<file path="src/rtl/lif_pkg.sv">
// lif_pkg: Q16.16 constants, scheduler state encoding and saturation helper
package lif_pkg;
    localparam logic [31:0] Q_ONE       = 32'h0001_0000;
    localparam logic [31:0] Q_MAX       = 32'h7FFF_FFFF;
    localparam logic [31:0] Q_MIN       = 32'h8000_0000;
    localparam logic [31:0] VTH_DEFAULT = 32'h0000_FC93;

    typedef enum logic [2:0] {IDLE, FETCH, CALC, WRITE, EMIT, DONE} state_t;

    function automatic logic [31:0] sat32(input logic signed [33:0] s);
        return s > $signed({2'b00, Q_MAX}) ? Q_MAX :
               s < $signed({2'b11, Q_MIN}) ? Q_MIN : s[31:0];
    endfunction
endpackage

</file>
<file path="src/rtl/lif_sweep_scheduler_if.sv">
// lif_sweep_if: tick/clear control, current fetch, spike and write-back streams
interface lif_sweep_if #(parameter int IDX_W = 8);
    logic             tick;
    logic             clr;
    logic [IDX_W-1:0] cur_idx;
    logic [31:0]      cur_data;
    logic             spike_valid;
    logic [IDX_W-1:0] spike_id;
    logic             spike_ready;
    logic             v_valid;
    logic [IDX_W-1:0] v_idx;
    logic [31:0]      v_out;
    logic             busy;
    logic             overrun;

    modport master (
        input  tick, clr, cur_data, spike_ready,
        output cur_idx, spike_valid, spike_id, v_valid, v_idx, v_out, busy, overrun
    );
    modport slave (
        output tick, clr, cur_data, spike_ready,
        input  cur_idx, spike_valid, spike_id, v_valid, v_idx, v_out, busy, overrun
    );
endinterface

</file>
<file path="src/rtl/lif_update_unit.sv">
// lif_update_unit: multiplierless leaky-integrate step with saturation and threshold test
module lif_update_unit import lif_pkg::*; #(
    parameter int          LEAK_SHIFT = 3,
    parameter logic [31:0] VTH        = VTH_DEFAULT
) (
    input  logic [31:0] v,
    input  logic [31:0] cur,
    output logic [31:0] v_new,
    output logic        fire
);
    logic signed [32:0] d, step;
    logic signed [33:0] s;

    assign d     = $signed({cur[31], cur}) - $signed({v[31], v});
    assign step  = d >>> LEAK_SHIFT;
    assign s     = $signed({v[31], v[31], v}) + $signed({step[32], step});
    assign v_new = sat32(s);
    assign fire  = $signed(v_new) >= $signed(VTH);
endmodule

</file>
<file path="src/rtl/lif_sweep_scheduler.sv">
// lif_sweep_scheduler: sweeps one shared LIF datapath across NUM_NEURONS stored membranes per tick
module lif_sweep_scheduler import lif_pkg::*; #(
    parameter int          NUM_NEURONS  = 16,
    parameter int          IDX_W        = 8,
    parameter int          LEAK_SHIFT   = 3,
    parameter logic [31:0] VTH          = VTH_DEFAULT,
    parameter int          REFRAC_TICKS = 2
) (
    input logic         clk,
    input logic         rst,
    lif_sweep_if.master bus
);
    localparam int AW = $clog2(NUM_NEURONS);
    localparam int RW = REFRAC_TICKS > 0 ? $clog2(REFRAC_TICKS + 1) : 1;

    state_t           state_q, state_d;
    logic [IDX_W-1:0] idx_q, idx_d, nxt_idx;
    logic [31:0]      cur_q, cur_d, vin_q, vin_d, sat_q, sat_d, upd_v, v_wr;
    logic             fire_q, fire_d, upd_fire, overrun_q, overrun_d;
    logic [31:0]      v_q [NUM_NEURONS];
    logic [31:0]      v_d [NUM_NEURONS];
    logic [RW-1:0]    refrac_q [NUM_NEURONS];
    logic [RW-1:0]    refrac_d [NUM_NEURONS];
    logic [AW-1:0]    ai;
    logic             last, in_refrac, spike;

    lif_update_unit #(.LEAK_SHIFT(LEAK_SHIFT), .VTH(VTH)) u_upd (
        .v(vin_q), .cur(cur_q), .v_new(upd_v), .fire(upd_fire)
    );

    assign ai        = idx_q[AW-1:0];
    assign last      = idx_q == IDX_W'(NUM_NEURONS - 1);
    assign nxt_idx   = last ? idx_q : idx_q + 1'b1;
    assign in_refrac = refrac_q[ai] != '0;
    assign spike     = !in_refrac && fire_q;
    // A refractory or firing neuron is written back as zero
    assign v_wr      = (in_refrac || fire_q) ? '0 : sat_q;

    always_comb begin
        state_d   = state_q;
        idx_d     = idx_q;
        cur_d     = cur_q;
        vin_d     = vin_q;
        sat_d     = sat_q;
        fire_d    = fire_q;
        overrun_d = overrun_q || (bus.tick && state_q != IDLE);
        v_d       = v_q;
        refrac_d  = refrac_q;
        case (state_q)
            IDLE: begin
                if (bus.clr) begin
                    v_d       = '{default: '0};
                    refrac_d  = '{default: '0};
                    overrun_d = 1'b0;
                end else if (bus.tick) begin
                    idx_d   = '0;
                    state_d = FETCH;
                end
            end
            FETCH: begin
                cur_d   = bus.cur_data;
                vin_d   = v_q[ai];
                state_d = CALC;
            end
            CALC: begin
                sat_d   = upd_v;
                fire_d  = upd_fire;
                state_d = WRITE;
            end
            WRITE: begin
                v_d[ai]      = v_wr;
                refrac_d[ai] = in_refrac ? refrac_q[ai] - 1'b1 : fire_q ? RW'(REFRAC_TICKS) : refrac_q[ai];
                state_d      = spike ? EMIT : last ? DONE : FETCH;
                idx_d        = spike ? idx_q : nxt_idx;
            end
            EMIT: begin
                state_d = bus.spike_ready ? (last ? DONE : FETCH) : EMIT;
                idx_d   = bus.spike_ready ? nxt_idx : idx_q;
            end
            default: state_d = IDLE;
        endcase
    end

    always_ff @(posedge clk or negedge rst) begin
        if (!rst) begin
            state_q   <= IDLE;
            idx_q     <= '0;
            cur_q     <= '0;
            vin_q     <= '0;
            sat_q     <= '0;
            fire_q    <= 1'b0;
            overrun_q <= 1'b0;
            v_q       <= '{default: '0};
            refrac_q  <= '{default: '0};
        end else begin
            state_q   <= state_d;
            idx_q     <= idx_d;
            cur_q     <= cur_d;
            vin_q     <= vin_d;
            sat_q     <= sat_d;
            fire_q    <= fire_d;
            overrun_q <= overrun_d;
            v_q       <= v_d;
            refrac_q  <= refrac_d;
        end
    end

    assign bus.cur_idx     = idx_q;
    assign bus.spike_valid = state_q == EMIT;
    assign bus.spike_id    = idx_q;
    assign bus.v_valid     = state_q == WRITE;
    assign bus.v_idx       = idx_q;
    assign bus.v_out       = v_wr;
    assign bus.busy        = state_q != IDLE;
    assign bus.overrun     = overrun_q;
endmodule

</file>
<file path="src/flat_wrapper.sv">
// flat-port wrapper written by rule: the top's interface ports become plain ports
module lif_sweep_scheduler_flat import lif_pkg::*;
#(
    parameter int          NUM_NEURONS  = 16,
    parameter int          IDX_W        = 8,
    parameter int          LEAK_SHIFT   = 3,
    parameter logic [31:0] VTH          = VTH_DEFAULT,
    parameter int          REFRAC_TICKS = 2
)
  (clk, rst, bus_tick, bus_clr, bus_cur_data, bus_spike_ready, bus_cur_idx, bus_spike_valid, bus_spike_id, bus_v_valid, bus_v_idx, bus_v_out, bus_busy, bus_overrun);
  lif_sweep_if #(.IDX_W(IDX_W)) bus_i ();
  input logic clk;
  input logic rst;
  input wire logic [$bits(bus_i.tick)-1:0] bus_tick;
  input wire logic [$bits(bus_i.clr)-1:0] bus_clr;
  input wire logic [$bits(bus_i.cur_data)-1:0] bus_cur_data;
  input wire logic [$bits(bus_i.spike_ready)-1:0] bus_spike_ready;
  output wire logic [$bits(bus_i.cur_idx)-1:0] bus_cur_idx;
  output wire logic [$bits(bus_i.spike_valid)-1:0] bus_spike_valid;
  output wire logic [$bits(bus_i.spike_id)-1:0] bus_spike_id;
  output wire logic [$bits(bus_i.v_valid)-1:0] bus_v_valid;
  output wire logic [$bits(bus_i.v_idx)-1:0] bus_v_idx;
  output wire logic [$bits(bus_i.v_out)-1:0] bus_v_out;
  output wire logic [$bits(bus_i.busy)-1:0] bus_busy;
  output wire logic [$bits(bus_i.overrun)-1:0] bus_overrun;
  assign bus_i.tick = bus_tick;
  assign bus_i.clr = bus_clr;
  assign bus_i.cur_data = bus_cur_data;
  assign bus_i.spike_ready = bus_spike_ready;
  assign bus_cur_idx = bus_i.cur_idx;
  assign bus_spike_valid = bus_i.spike_valid;
  assign bus_spike_id = bus_i.spike_id;
  assign bus_v_valid = bus_i.v_valid;
  assign bus_v_idx = bus_i.v_idx;
  assign bus_v_out = bus_i.v_out;
  assign bus_busy = bus_i.busy;
  assign bus_overrun = bus_i.overrun;
  lif_sweep_scheduler #(.NUM_NEURONS(NUM_NEURONS), .IDX_W(IDX_W), .LEAK_SHIFT(LEAK_SHIFT), .VTH(VTH), .REFRAC_TICKS(REFRAC_TICKS)) u_core (.clk(clk), .rst(rst), .bus(bus_i));
endmodule
</file>
<file path="config.mk">
export PLATFORM = sky130hd
export DESIGN_NAME = lif_sweep_scheduler_flat
export DESIGN_NICKNAME = d
export VERILOG_FILES = /design/src/rtl/lif_pkg.sv /design/src/rtl/lif_sweep_scheduler_if.sv /design/src/rtl/lif_update_unit.sv /design/src/rtl/lif_sweep_scheduler.sv /design/src/flat_wrapper.sv
export SDC_FILE = /design/constraint.sdc
export NUM_CORES = 1
export LEC_CHECK = 0
export ABC_AREA = 1
export CORE_MARGIN = 2
export CORE_UTILIZATION = 65
export CTS_CLUSTER_DIAMETER = 50
export DETAILED_ROUTE_END_ITERATION = 8
export PLACE_DENSITY = 0.83
export SLEW_MARGIN = 20
export SYNTH_ARGS = -nofsm -noshare
export SYNTH_HDL_FRONTEND = slang
export SYNTH_SLANG_ARGS = --single-unit
</file>
<file path="constraint.sdc">
create_clock -name clk -period 12.7 [get_ports clk]
set_input_delay 2.54 -clock clk [delete_from_list [all_inputs] [get_ports clk]]
set_output_delay 2.54 -clock clk [all_outputs]
set_load 0.01 [all_outputs]
</file>
==> flow_summary.yaml <==
outcome:
  status: "completed"
cts:
  cts_repair_resize_count: 0
  post_cts_buffers: 0
  cts.clk_slew.worst_paths_ps: 60
  clock_tree.buffer_depth: 3
  cts_tree: "built"
  cts.sink_count: 653
  cts_max_level: 3
  hold_buffers: 0
  cts_buffers: 72
  root_buffer: "clkbuf_16"
  clock_latency_ps: 630
placement:
  port_buffers: 96
  place_congestion: 0.993
  dpl.hpwl_um: 60100
setup_path:
  crit_required_ps: 10160
  path_class: "reg2out"
  startpoint_type: "flop"
  cp_max_fo: 30
  cp.arrival_ps: 4160
  endpoint_kind: "primary output"
  worstRegToRegCells: 33
finish:
  multi_input_area_um2: 14600
  num_antenna_cells: 0
  fill_cells: 3949
  syn2layout_area_growth_pct: 9.15
  layout_common_cells: "dfrtp_1, o21ai_0, nand2_1"
  num-nets-final: 4019
  seqCellArea_um2: 16300
  drive_gt1_share_pct: 10.4
  final_common_cell: "dfrtp_1"
die:
  ios: 97
  die_y_um: 233
  fp.dieArea_um2: 54100
  start_util_pct: 65.9
  core-area_um2: 51500
  rows: 83
  die_w_um: 233
detailed_routing:
  post-route-drc-count: 0
  vias_per_cell: 6.46
  ant_nets: 0
  wl_per_cell_um: 21.7
  drt_iter0_drc: 4211
  num_vias: 30000
  wl_um: 101000
  firstDrtPassIters: 6
grt:
  grt_pass1_wl_um: 158000
  top_usage_layer: "met2"
  grt_use_total_pct: 37.5
  grt_util_met3_pct: 7.06
  gr-total-overflow: 0
  grt_max_degree: 227
  grtUsageMet2_pct: 55.8
  antenna_found_initial: 1
  grtUsageMet1_pct: 53.4
  grt_pass1_vias: 28200
min_path:
  whs_path_depth: 2
  min_path_type: "reg2reg"
timing:
  clock_skew_ps: 31.1
  rsz0062_at_grt: "no"
  relSlewSlack_pct: 21.2
  worst_slew_pin_slew_ps: 1150
  finalSetupTns_ps: 0
  hold_viol: 0
  setup_viol: 0
  finalMaxSlewViolations: 0
  period_share_pct: 52.7
  fin_crit_ps: 6700
  max_freq_mhz: 149
logic_synthesis:
  yosys.area.top_type: "dfrtp_1"
  ys_ff_latch: 653
  syn_inst: 4028
  syn_area_per_cell_um2: 8.43
  synth-seq-area-share_pct: 48.1
  syn_nets: 4135
  yosysWarnings: 0
  synthArstFlopShare_pct: 100
  mappedNetlistArea_um2: 34000
  yosys_most_used_dff: "dfrtp_1"
  synthTopCellsByArea: "dfrtp_1, o21ai_0, nand3_1, a21oi_1, nand2_1"
  synth_edf_count: 0
  synth_cell_types: 52
  yosys.area.top_type_share_pct: 48.1
job:
  maxCapViolations: 0
## cell families after synthesis
family	count (synthesis)	synth area share, %
buffers and inverters	720	9.05
AOI/OAI and AO/OA	1385	23.6
DFF	653	48.1
xor gates and xnor gates	53	1.37
adders and majority gates	70	2.60
and+or+nand+nor	1147	15.2
## routing by layer
layer | routed length, µm | vias up
met5 | 18 | -
met3 | 9700 | 248
met1 | 41500 | 14500
li1 | - | 13600
met4 | 4880 | 2
met2 | 44800 | 1609
## registers in the layout, summed over array words and instances, names as in the netlist
register / flops
u_core.bus.cur_idx: 8
u_core.bus.overrun: 1
u_core.cur_q: 32
u_core.fire_q: 1
u_core.refrac_q: 32
u_core.sat_q: 32
u_core.state_q: 3
u_core.v_q: 512
u_core.vin_q: 32
## metrics by stage
step | cells | worst slack, ps | util, % | area (µm²) | hold slack, ps
after floorplan | 4028 | 8230 | - | 34000 | 446
after global placement | 4518 | 6580 | 67.3 | 34700 | 463
final | 4643 | 6000 | 72.0 | 37100 | 487
after global routing | 4643 | 5860 | 72.0 | 37100 | 511
after detailed placement | 4518 | 6570 | 67.3 | 34700 | 472
after CTS | 4643 | 6080 | 71.9 | 37100 | 494
## synth_stat cells (24+ instances only)
cell	n
a21oi_1	337
a22oi_1	38
buf_1	29
buf_6	35
clkbuf_1	234
dfrtp_1	653
ha_1	69
inv_1	354
inv_2	33
nand2_1	446
nand3_1	429
nor2_1	205
nor2_4	30
o21ai_0	595
o21ai_2	138
o22ai_1	178
xnor2_1	24
xor2_1	29
## final timing paths
path	from	to	slack, ps
worst min register to register	u_core.cur_q[2]$_DFFE_PN0P_	u_core.cur_q[2]$_DFFE_PN0P_	490
min in group asynchronous	rst	u_core.bus.overrun$_DFF_PN0_	1980
max in group asynchronous	rst	u_core.v_q[169]$_DFFE_PN0P_	8500
worst max-delay path	u_core.bus.cur_idx[3]$_DFFE_PN0P_	bus_v_out[25]	6000
worst max register to register	u_core.vin_q[1]$_DFFE_PN0P_	u_core.fire_q$_DFFE_PN0P_	6870
worst min-delay path	u_core.cur_q[2]$_DFFE_PN0P_	u_core.cur_q[2]$_DFFE_PN0P_	490
## layout make-up
cell class,instances,share of cell area (%)
Sequential cell,653,44.1
Clock buffer,98,5.51
Inverter,389,3.98
Multi-Input combinational cell,2655,39.5
Timing Repair Buffer,141,3.66
Clock inverter,27,0.986
Tap cell,680,2.30
## critical path, cell delays in order, from the launching register on
cell and delay [ps]:
dfrtp_1 510, nand2_1 120, buf_4 430, inv_1 510, nand2_1 210, nand4_2 140
nor3_2 170, inv_2 70, nor2_4 180, inv_4 300, nor2_4 240, clkdlybuf4s50_1 560
Power is not shown: default switching activity piles up to over one toggle a cycle in this logic, so the estimate is an artifact.
